`src/rtl/scroll_pkg.sv`:
```
// -----------------------------------------------------------------------------
// scroll_pkg
// Shared definitions for the scrolling 7-segment display engine:
//   - default parameter values for scroll_display_ctrl
//   - character code constants for the letters the font supports
//   - seg_font(): character code -> active-high segments {dp,g,f,e,d,c,b,a}
// -----------------------------------------------------------------------------
package scroll_pkg;

  localparam int DEF_N_DIGITS = 8;
  localparam int DEF_MSG_LEN  = 16;
  localparam int DEF_CHAR_W   = 5;
  localparam int DEF_CLK_HZ   = 100_000_000;
  localparam int DEF_SCAN_HZ  = 1000;
  localparam int DEF_STEP_HZ  = 4;

  // Codes 0..9 are the decimal digits themselves.
  localparam int CH_H     = 10;
  localparam int CH_E     = 11;
  localparam int CH_U     = 12;
  localparam int CH_L     = 13;
  localparam int CH_J     = 14;
  localparam int CH_Y     = 15;
  localparam int CH_A     = 16;
  localparam int CH_C     = 17;
  localparam int CH_P     = 18;
  localparam int CH_BLANK = 31;

  // Any code without a glyph renders as blank.
  function automatic logic [7:0] seg_font(input int unsigned code);
    case (code)
      0:       seg_font = 8'h3F;
      1:       seg_font = 8'h06;
      2:       seg_font = 8'h5B;
      3:       seg_font = 8'h4F;
      4:       seg_font = 8'h66;
      5:       seg_font = 8'h6D;
      6:       seg_font = 8'h7D;
      7:       seg_font = 8'h07;
      8:       seg_font = 8'h7F;
      9:       seg_font = 8'h6F;
      CH_H:    seg_font = 8'h76;
      CH_E:    seg_font = 8'h79;
      CH_U:    seg_font = 8'h3E;
      CH_L:    seg_font = 8'h38;
      CH_J:    seg_font = 8'h1E;
      CH_Y:    seg_font = 8'h6E;
      CH_A:    seg_font = 8'h77;
      CH_C:    seg_font = 8'h39;
      CH_P:    seg_font = 8'h73;
      default: seg_font = 8'h00;
    endcase
  endfunction

endpackage

```
`src/rtl/scroll_display_ctrl_tick_gen.sv`:
```
// -----------------------------------------------------------------------------
// tick_gen
// Free-running divider producing a one-cycle clock enable every DIV cycles.
//   clk  : system clock
//   rst  : synchronous active-high reset (counter to 0)
//   tick : high for one cycle while the counter sits at DIV-1
// With DIV = 1 the tick is permanently high.
// -----------------------------------------------------------------------------
module tick_gen #(
  parameter int DIV = 2
) (
  input  logic clk,
  input  logic rst,
  output logic tick
);

  localparam int CW = (DIV > 1) ? $clog2(DIV) : 1;

  logic [CW-1:0] count;

  assign tick = (count == CW'(DIV - 1));

  // Count up to DIV-1, then wrap to 0 on the tick cycle.
  always_ff @(posedge clk) begin
    if (rst) begin
      count <= '0;
    end else if (tick) begin
      count <= '0;
    end else begin
      count <= count + CW'(1);
    end
  end

endmodule

```
`src/rtl/scroll_display_ctrl.sv`:
```
// -----------------------------------------------------------------------------
// scroll_display_ctrl
// Scrolling-text engine for a two-bank multiplexed 7-segment display.
// A shadow message buffer is written by user logic and copied to the active
// buffer on request at the next scroll step; the active buffer is rotated
// left or right across the digits and scanned one digit per bank at a time.
//   clk, rst      : clock, synchronous active-high reset
//   pause         : freezes the scroll offset (swaps still execute)
//   dir           : 0 = scroll left (offset+1), 1 = scroll right (offset-1)
//   wr_en/addr/data : write one character into the shadow buffer
//   swap          : pulse, request shadow->active copy at the next step
//   swap_pending  : swap requested but not yet executed
//   offset        : current scroll offset
//   an            : anode enables, an[N_DIGITS-1] is the leftmost digit
//   duan / duan1  : segments of the right / left bank digit being scanned
// -----------------------------------------------------------------------------
module scroll_display_ctrl
  import scroll_pkg::*;
#(
  parameter int N_DIGITS = DEF_N_DIGITS,
  parameter int MSG_LEN  = DEF_MSG_LEN,
  parameter int CHAR_W   = DEF_CHAR_W,
  parameter int CLK_HZ   = DEF_CLK_HZ,
  parameter int SCAN_HZ  = DEF_SCAN_HZ,
  parameter int STEP_HZ  = DEF_STEP_HZ
) (
  input  logic                       clk,
  input  logic                       rst,
  input  logic                       pause,
  input  logic                       dir,
  input  logic                       wr_en,
  input  logic [$clog2(MSG_LEN)-1:0] wr_addr,
  input  logic [CHAR_W-1:0]          wr_data,
  input  logic                       swap,
  output logic                       swap_pending,
  output logic [$clog2(MSG_LEN)-1:0] offset,
  output logic [N_DIGITS-1:0]        an,
  output logic [7:0]                 duan,
  output logic [7:0]                 duan1
);

  localparam int AW       = $clog2(MSG_LEN);
  localparam int HALF     = N_DIGITS / 2;
  localparam int KW       = (HALF > 1) ? $clog2(HALF) : 1;
  localparam int SCAN_RAW = CLK_HZ / SCAN_HZ;
  localparam int STEP_RAW = CLK_HZ / STEP_HZ;
  localparam int SCAN_DIV = (SCAN_RAW < 1) ? 1 : SCAN_RAW;
  localparam int STEP_DIV = (STEP_RAW < 1) ? 1 : STEP_RAW;

  logic              scan_tick;
  logic              step_tick;
  logic              swap_exec;
  logic              addr_ok;
  logic [CHAR_W-1:0] shadow [MSG_LEN];
  logic [CHAR_W-1:0] active [MSG_LEN];
  logic [KW-1:0]     scan_idx;
  logic [AW-1:0]     idx_right;
  logic [AW-1:0]     idx_left;
  logic [N_DIGITS-1:0] an_low;

  tick_gen #(.DIV(SCAN_DIV)) u_scan_tick (.clk(clk), .rst(rst), .tick(scan_tick));
  tick_gen #(.DIV(STEP_DIV)) u_step_tick (.clk(clk), .rst(rst), .tick(step_tick));

  // A request made in the tick cycle itself executes immediately.
  assign swap_exec = step_tick && (swap_pending || swap);

  // Only a non power-of-two message length can see out-of-range addresses.
  if ((1 << AW) > MSG_LEN) begin : g_addr_check
    assign addr_ok = (wr_addr < AW'(MSG_LEN));
  end else begin : g_addr_all
    assign addr_ok = 1'b1;
  end

  // Shadow buffer: the only buffer user logic can write.
  always_ff @(posedge clk) begin
    if (rst) begin
      for (int i = 0; i < MSG_LEN; i++) shadow[i] <= CHAR_W'(CH_BLANK);
    end else if (wr_en && addr_ok) begin
      shadow[wr_addr] <= wr_data;
    end
  end

  // Active buffer copies the pre-edge shadow, so a same-cycle write is not
  // part of the copy.
  always_ff @(posedge clk) begin
    if (rst) begin
      for (int i = 0; i < MSG_LEN; i++) active[i] <= CHAR_W'(CH_BLANK);
    end else if (swap_exec) begin
      for (int i = 0; i < MSG_LEN; i++) active[i] <= shadow[i];
    end
  end

  // Swap request tracking and scroll offset; a swap overrides scrolling and
  // is not held off by pause.
  always_ff @(posedge clk) begin
    if (rst) begin
      swap_pending <= 1'b0;
      offset       <= '0;
    end else if (step_tick) begin
      swap_pending <= 1'b0;
      if (swap_exec) begin
        offset <= '0;
      end else if (!pause) begin
        if (dir) begin
          offset <= (offset == '0) ? AW'(MSG_LEN - 1) : offset - AW'(1);
        end else begin
          offset <= (offset == AW'(MSG_LEN - 1)) ? '0 : offset + AW'(1);
        end
      end
    end else if (swap) begin
      swap_pending <= 1'b1;
    end
  end

  // Scan index selects one digit in each bank: anodes k and k+HALF.
  always_ff @(posedge clk) begin
    if (rst) begin
      scan_idx <= '0;
    end else if (scan_tick) begin
      scan_idx <= (scan_idx == KW'(HALF - 1)) ? '0 : scan_idx + KW'(1);
    end
  end

  // Anode a sits at position N_DIGITS-1-a from the left, and position p
  // shows active[(offset+p) mod MSG_LEN].
  always_comb begin
    idx_right = AW'((int'(offset) + (N_DIGITS - 1) - int'(scan_idx)) % MSG_LEN);
    idx_left  = AW'((int'(offset) + (HALF - 1) - int'(scan_idx)) % MSG_LEN);
    an_low    = N_DIGITS'(1) << scan_idx;
  end

  // Registered output stage, refreshed only on scan ticks.
  always_ff @(posedge clk) begin
    if (rst) begin
      an    <= '0;
      duan  <= '0;
      duan1 <= '0;
    end else if (scan_tick) begin
      an    <= an_low | (an_low << HALF);
      duan  <= seg_font(32'(active[idx_right]));
      duan1 <= seg_font(32'(active[idx_left]));
    end
  end

endmodule
```
`config.mk`:
```
export PLATFORM = sky130hd
export DESIGN_NAME = scroll_display_ctrl
export DESIGN_NICKNAME = d
export VERILOG_FILES = /design/src/rtl/scroll_pkg.sv /design/src/rtl/scroll_display_ctrl_tick_gen.sv /design/src/rtl/scroll_display_ctrl.sv
export SDC_FILE = /design/constraint.sdc
export NUM_CORES = 1
export LEC_CHECK = 0
export ABC_AREA = 1
export CAP_MARGIN = 40
export CORE_ASPECT_RATIO = 1.4
export CORE_MARGIN = 1
export CORE_UTILIZATION = 45
export DETAILED_ROUTE_END_ITERATION = 16
export PLACE_DENSITY = 0.73
export SYNTH_ARGS = -nofsm -noshare
export SYNTH_HDL_FRONTEND = slang
export SYNTH_SLANG_ARGS = --single-unit
```
`constraint.sdc`:
```
create_clock -name clk -period 16.5 [get_ports clk]
set_input_delay 3.3 -clock clk [delete_from_list [all_inputs] [get_ports clk]]
set_output_delay 3.3 -clock clk [all_outputs]
set_load 0.03 [all_outputs]
```
Word level (Yosys, flattened, before mapping) --
Memory sizes are Yosys's and may differ from the RTL's. A register that Yosys moved wholly into a read port is not among the register bits. Cells that the tools add are included.
Word-level totals: register bits 73, latch bits 0, bits in writable memories 160, ROM bits 448, input port bits 15, output and inout bits 29, memories kept 4
Operators by class: add/subtract/negate cells 9, multiply operators 0, divide/modulo/power cells 0, $lt $le $gt $ge 0, equal/unequal tests 5, shifts and indexed selects 1, mux-type cells 33, bitwise operators 17, reductions and logical operators 7
Memories:
- (name not given) | depth 32, width 7, rd ports 1, clocked after memory_dff 1, write ports 0, RTL line scroll_pkg.sv:31 | case (code)
- (name not given) | depth 32, width 7, rd ports 1, clocked after memory_dff 1, write ports 0, RTL line scroll_pkg.sv:31
- active | depth 16, width 5, rd ports 2, clocked after memory_dff 0, write ports 16, RTL line scroll_display_ctrl.sv:55 | logic [CHAR_W-1:0] active [MSG_LEN];
- shadow | depth 16, width 5, rd ports 16, clocked after memory_dff 0, write ports 16, RTL line scroll_display_ctrl.sv:54 | logic [CHAR_W-1:0] shadow [MSG_LEN];
Operator list (count):
- 5-bit two-way mux | 17
- 25-bit by 1-bit adder with 25-bit output, second input constant | 1
- 25-bit == test, second input constant | 1
- 4-bit two-way mux | 6
- 17-bit by 1-bit adder with 17-bit output, second input constant | 1
- 17-bit == test, second input constant | 1
- 1-bit bitwise OR | 16
- 1-bit two-way mux | 9
- 8-bit bitwise OR | 1
- 1-bit by 2-bit left shift with 8-bit output, first input constant | 1
- 4-bit by 2-bit subtractor with 4-bit output | 2
- 5-bit OR reduction | 1
- 4-bit by 1-bit adder with 4-bit output, second input constant | 1
- 4-bit by 2-bit adder with 4-bit output, second input constant | 1
- 4-bit by 3-bit adder with 4-bit output, second input constant | 1
- 4-bit == test, second input constant | 1
- 4-bit logical NOT | 1
- 2-bit OR reduction | 2
- 4-bit by 1-bit subtractor with 4-bit output, second input constant | 1
- 2-bit by 1-bit adder with 2-bit output, second input constant | 1
- 2-bit == test, second input constant | 1
- 2-bit two-way mux | 1
- 2-bit by 1-bit inequality test with 1-bit output, second input constant | 1
- 2-bit AND reduction | 1
- 2 further kinds | 2

Depth between registers and ports, before layout --
depth after elaboration 6, depth in mapped cells 20

Modules after synthesis --
A second synthesis with hierarchy kept.
Second synthesis, totals: cell total of the unflattened synthesis 1304, area total of the unflattened synthesis 11506.0 um2
Modules (own cells, without submodules):
- scroll_display_ctrl | instances 1, cells an instance 955, area each 9095.0 um2
- tick_gen at u_step_tick | instances 1, cells an instance 209, area each 1462.7 um2
- tick_gen at u_scan_tick | instances 1, cells an instance 140, area each 948.4 um2

Worst setup path after synthesis --
No wires, ideal clock.
kind input -> register, from input swap, to memory active[0][0] (netlist bit), enable pin, library setup time 0.637 ns, arrival 9.367 ns, data required time 15.863 ns, path slack 6.496 ns, stages 2, path through nor2_1 -> o31ai_1
RTL lines:
- start, declared | RTL line scroll_display_ctrl.sv:34 | input logic swap,
- end, declared | RTL line scroll_display_ctrl.sv:55

==> metrics.cfg <==
[clocking]
cts_buffers = 23
cts_resized = 0
postCtsSetupRepairBufs = 0
cts_buffer_depth = 3
clkSinkCount = 227
ctsHoldBuffers = 0
cts_root_buf = clkbuf_16
cts_max_level = 1
cts_tree = built
clkLatencyLatePin_ps = 500
clkTransAtPathRegs_ps = 60

[timing]
setup_tns_ps = 0
finalHoldViolations = 0
rsz0062_at_grt = false
relSlewSlack = 0.446
finalClockSkew_ps = 13.1
setup_viol = 0
worst_pin_slew_ps = 828
worst_hold_slack_ps = 459
slew_viol_final = 0
timing.final.crit_share = 0.327
max_clock_freq_mhz = 185
finalCriticalPeriod_ps = 5390

[power]
cellPowerDensity_nw_per_um2 = 96.4
pwr-share-clk = 0.434
power.internal_uw = 947
power.switching_uw = 256
p_leak_uw = 0.00466
switching_share = 0.213
ir_drop_mv = 0.0647
comb_power_share = 0.039
p_seq_frac = 0.527
power_uw = 1200

[grt]
antenna_found_initial = 0
grt_pass1_wl_mm = 37.1
track_usage = 0.181
grt_max_degree = 70
grt_pass1_vias = 7667
grt-ovfl-total = 0

[logic_synthesis]
synth_top_area_cell = edfxtp_1
synth_top_family_by_area = simple AND/OR/NAND/NOR gates
synth_edf_count = 160
synthAdderAreaFrac = 0.0372
ys_seq_area_frac = 0.553
synth_top_cells_by_area = edfxtp_1 43%, nand2_1 13%, dfxtp_1 12%, nand3_1 5.2%, inv_1 4.6%
synth.top_cell.area_share = 0.433
synthTopCellsByCount = 371 x nand2_1, 160 x edfxtp_1, 135 x inv_1
synthArstFlopShare = 0
yosysWarnings = 0
ys_types = 42
synth_compound_area_frac = 0.0494
synth_mux_area_frac = 0
synth_xor_area_frac = 0.0132
synth_cells = 1256
avgSynthCellArea_um2 = 8.84
yosys_most_used_dff = edfxtp_1
synth.most_common_cell = nand2_1
synthSimpleGateAreaFrac = 0.273
synth_seq_cells = 227
syn_area_um2 = 11100

[place]
place_congestion = 0.892
hpwl_mm = 15.5
buffer_ports.inserted = 41

[drt]
via_count = 8119
drt-total-wl_mm = 22.4
antenna_left = 0
drt_pass1_iterations = 6
via_per_inst = 5.04
drt-initial-drc-count = 538
post-route-drc-count = 0
wl_per_cell_um = 13.9

[final_layout]
area_delta_synth_final_pct = 12.5
multi_input_area_um2 = 4160
n_fill_cell = 2130
drive_gt1_frac = 0.0899
ff_latch_area_um2 = 6150
fin_nets = 1333
antenna_cells = 0

[critical_path]
critPathCaptureType = flip-flop
cp_max_fo = 40
startpoint_type = input port
arrival_ps = 5520
worstPathRequired_ps = 16630
critPathKind = in -> reg
r2r_cells = 15

[floorplan]
core_um2 = 24100
pin_count = 44
dieArea_um2 = 25300
initial_core_util = 0.462
die_h_um = 188
rows = 67
die_x_um = 135

[outcome]
outcome = finished clean

[flow_run]
max-cap-violations = 0

[min_path]
hp-class = reg -> reg
worstHoldPathCells = 1

[worst max-delay path, stage by stage]
cell and delay [ps]:
clkdlybuf4s50_1 400, buf_4 220, inv_1 80, buf_4 380
nand2_1 180, nor3_1 170, inv_1 190, o21ai_0 590
[per-stage QoR]
step                      area (um2)  std cells  utilization  worst slack [ps]
after floorplan                11100       1257            -              6500
after global placement         11700       1568        0.486             10660
after detailed placement       11700       1570        0.487             10610
after CTS                      12500       1611        0.519             11120
after global routing           12500       1611        0.519             10940
final                          12500       1611        0.519             11110
[path summary, 6_finish.rpt]
path / startpoint / endpoint / slack [ps]
setup / recovery: rst / shadow[15][3]$_SDFFCE_PN1P_ / 11110
hold / removal: u_scan_tick.count[0]$_SDFF_PP0_ / u_scan_tick.count[0]$_SDFF_PP0_ / 460
setup reg to reg: offset[1]$_SDFFE_PP0P_ / duan[4]$_SDFFE_PP0P_ / 12670
hold reg to reg: u_scan_tick.count[0]$_SDFF_PP0_ / u_scan_tick.count[0]$_SDFF_PP0_ / 460
[sequential cells by signal (all words and copies together), names as in the netlist]
| name | count |
|---|---|
| an | 4 |
| duan | 7 |
| shadow | 80 |
| scan_idx | 2 |
| duan1 | 7 |
| u_scan_tick.count | 17 |
| active | 80 |
| swap_pending | 1 |
| offset | 4 |
| u_step_tick.count | 25 |
[final cells by class]
cell class,count,share of cell area
Timing Repair Buffer,48,0.0390
Sequential cell,227,0.492
Clock inverter,16,0.0142
Tap cell,310,0.0311
Inverter,145,0.0436
Clock buffer,25,0.0467
Multi-Input combinational cell,840,0.333
[routing by layer]
layer	GRT usage	vias up	routed length, um
li1	-	4148	-
met1	0.223	3731	9600
met2	0.326	205	11500
met3	0.0222	35	875
met4	0.0579	0	452
met5	0	-	0
[cells by family (layout without fill, tap and decap cells)]
logic type,after synthesis,after routing
AOI/OAI and AO/OA,105,105
xor gates and xnor gates,15,15
adders and majority gates,33,33
buffers and inverters,190,234
DFF,227,227
other,1,2
and+or+nand+nor,685,685
[placed cells by master, fill, tap and decap left out, drive strengths merged, types with 37 or more instances in the layout]
master	instances
a21oi	47
clkdlybuf4s50	41
dfxtp	67
edfxtp	160
inv	144
nand2	381
nand3	119
nor2	94
o21ai	50
or2	37
[power by group through the flow]
stage,combinational (uW),clock [uW],sequential [uW]
final,46.9,523,634
after global routing,52.3,552,635
after CTS,47.2,528,634
after detailed placement,46.8,0,646
after global placement,44.9,0,646
after floorplan,30.9,0,646
No activity file was read; power rests on OpenSTA's default activity.
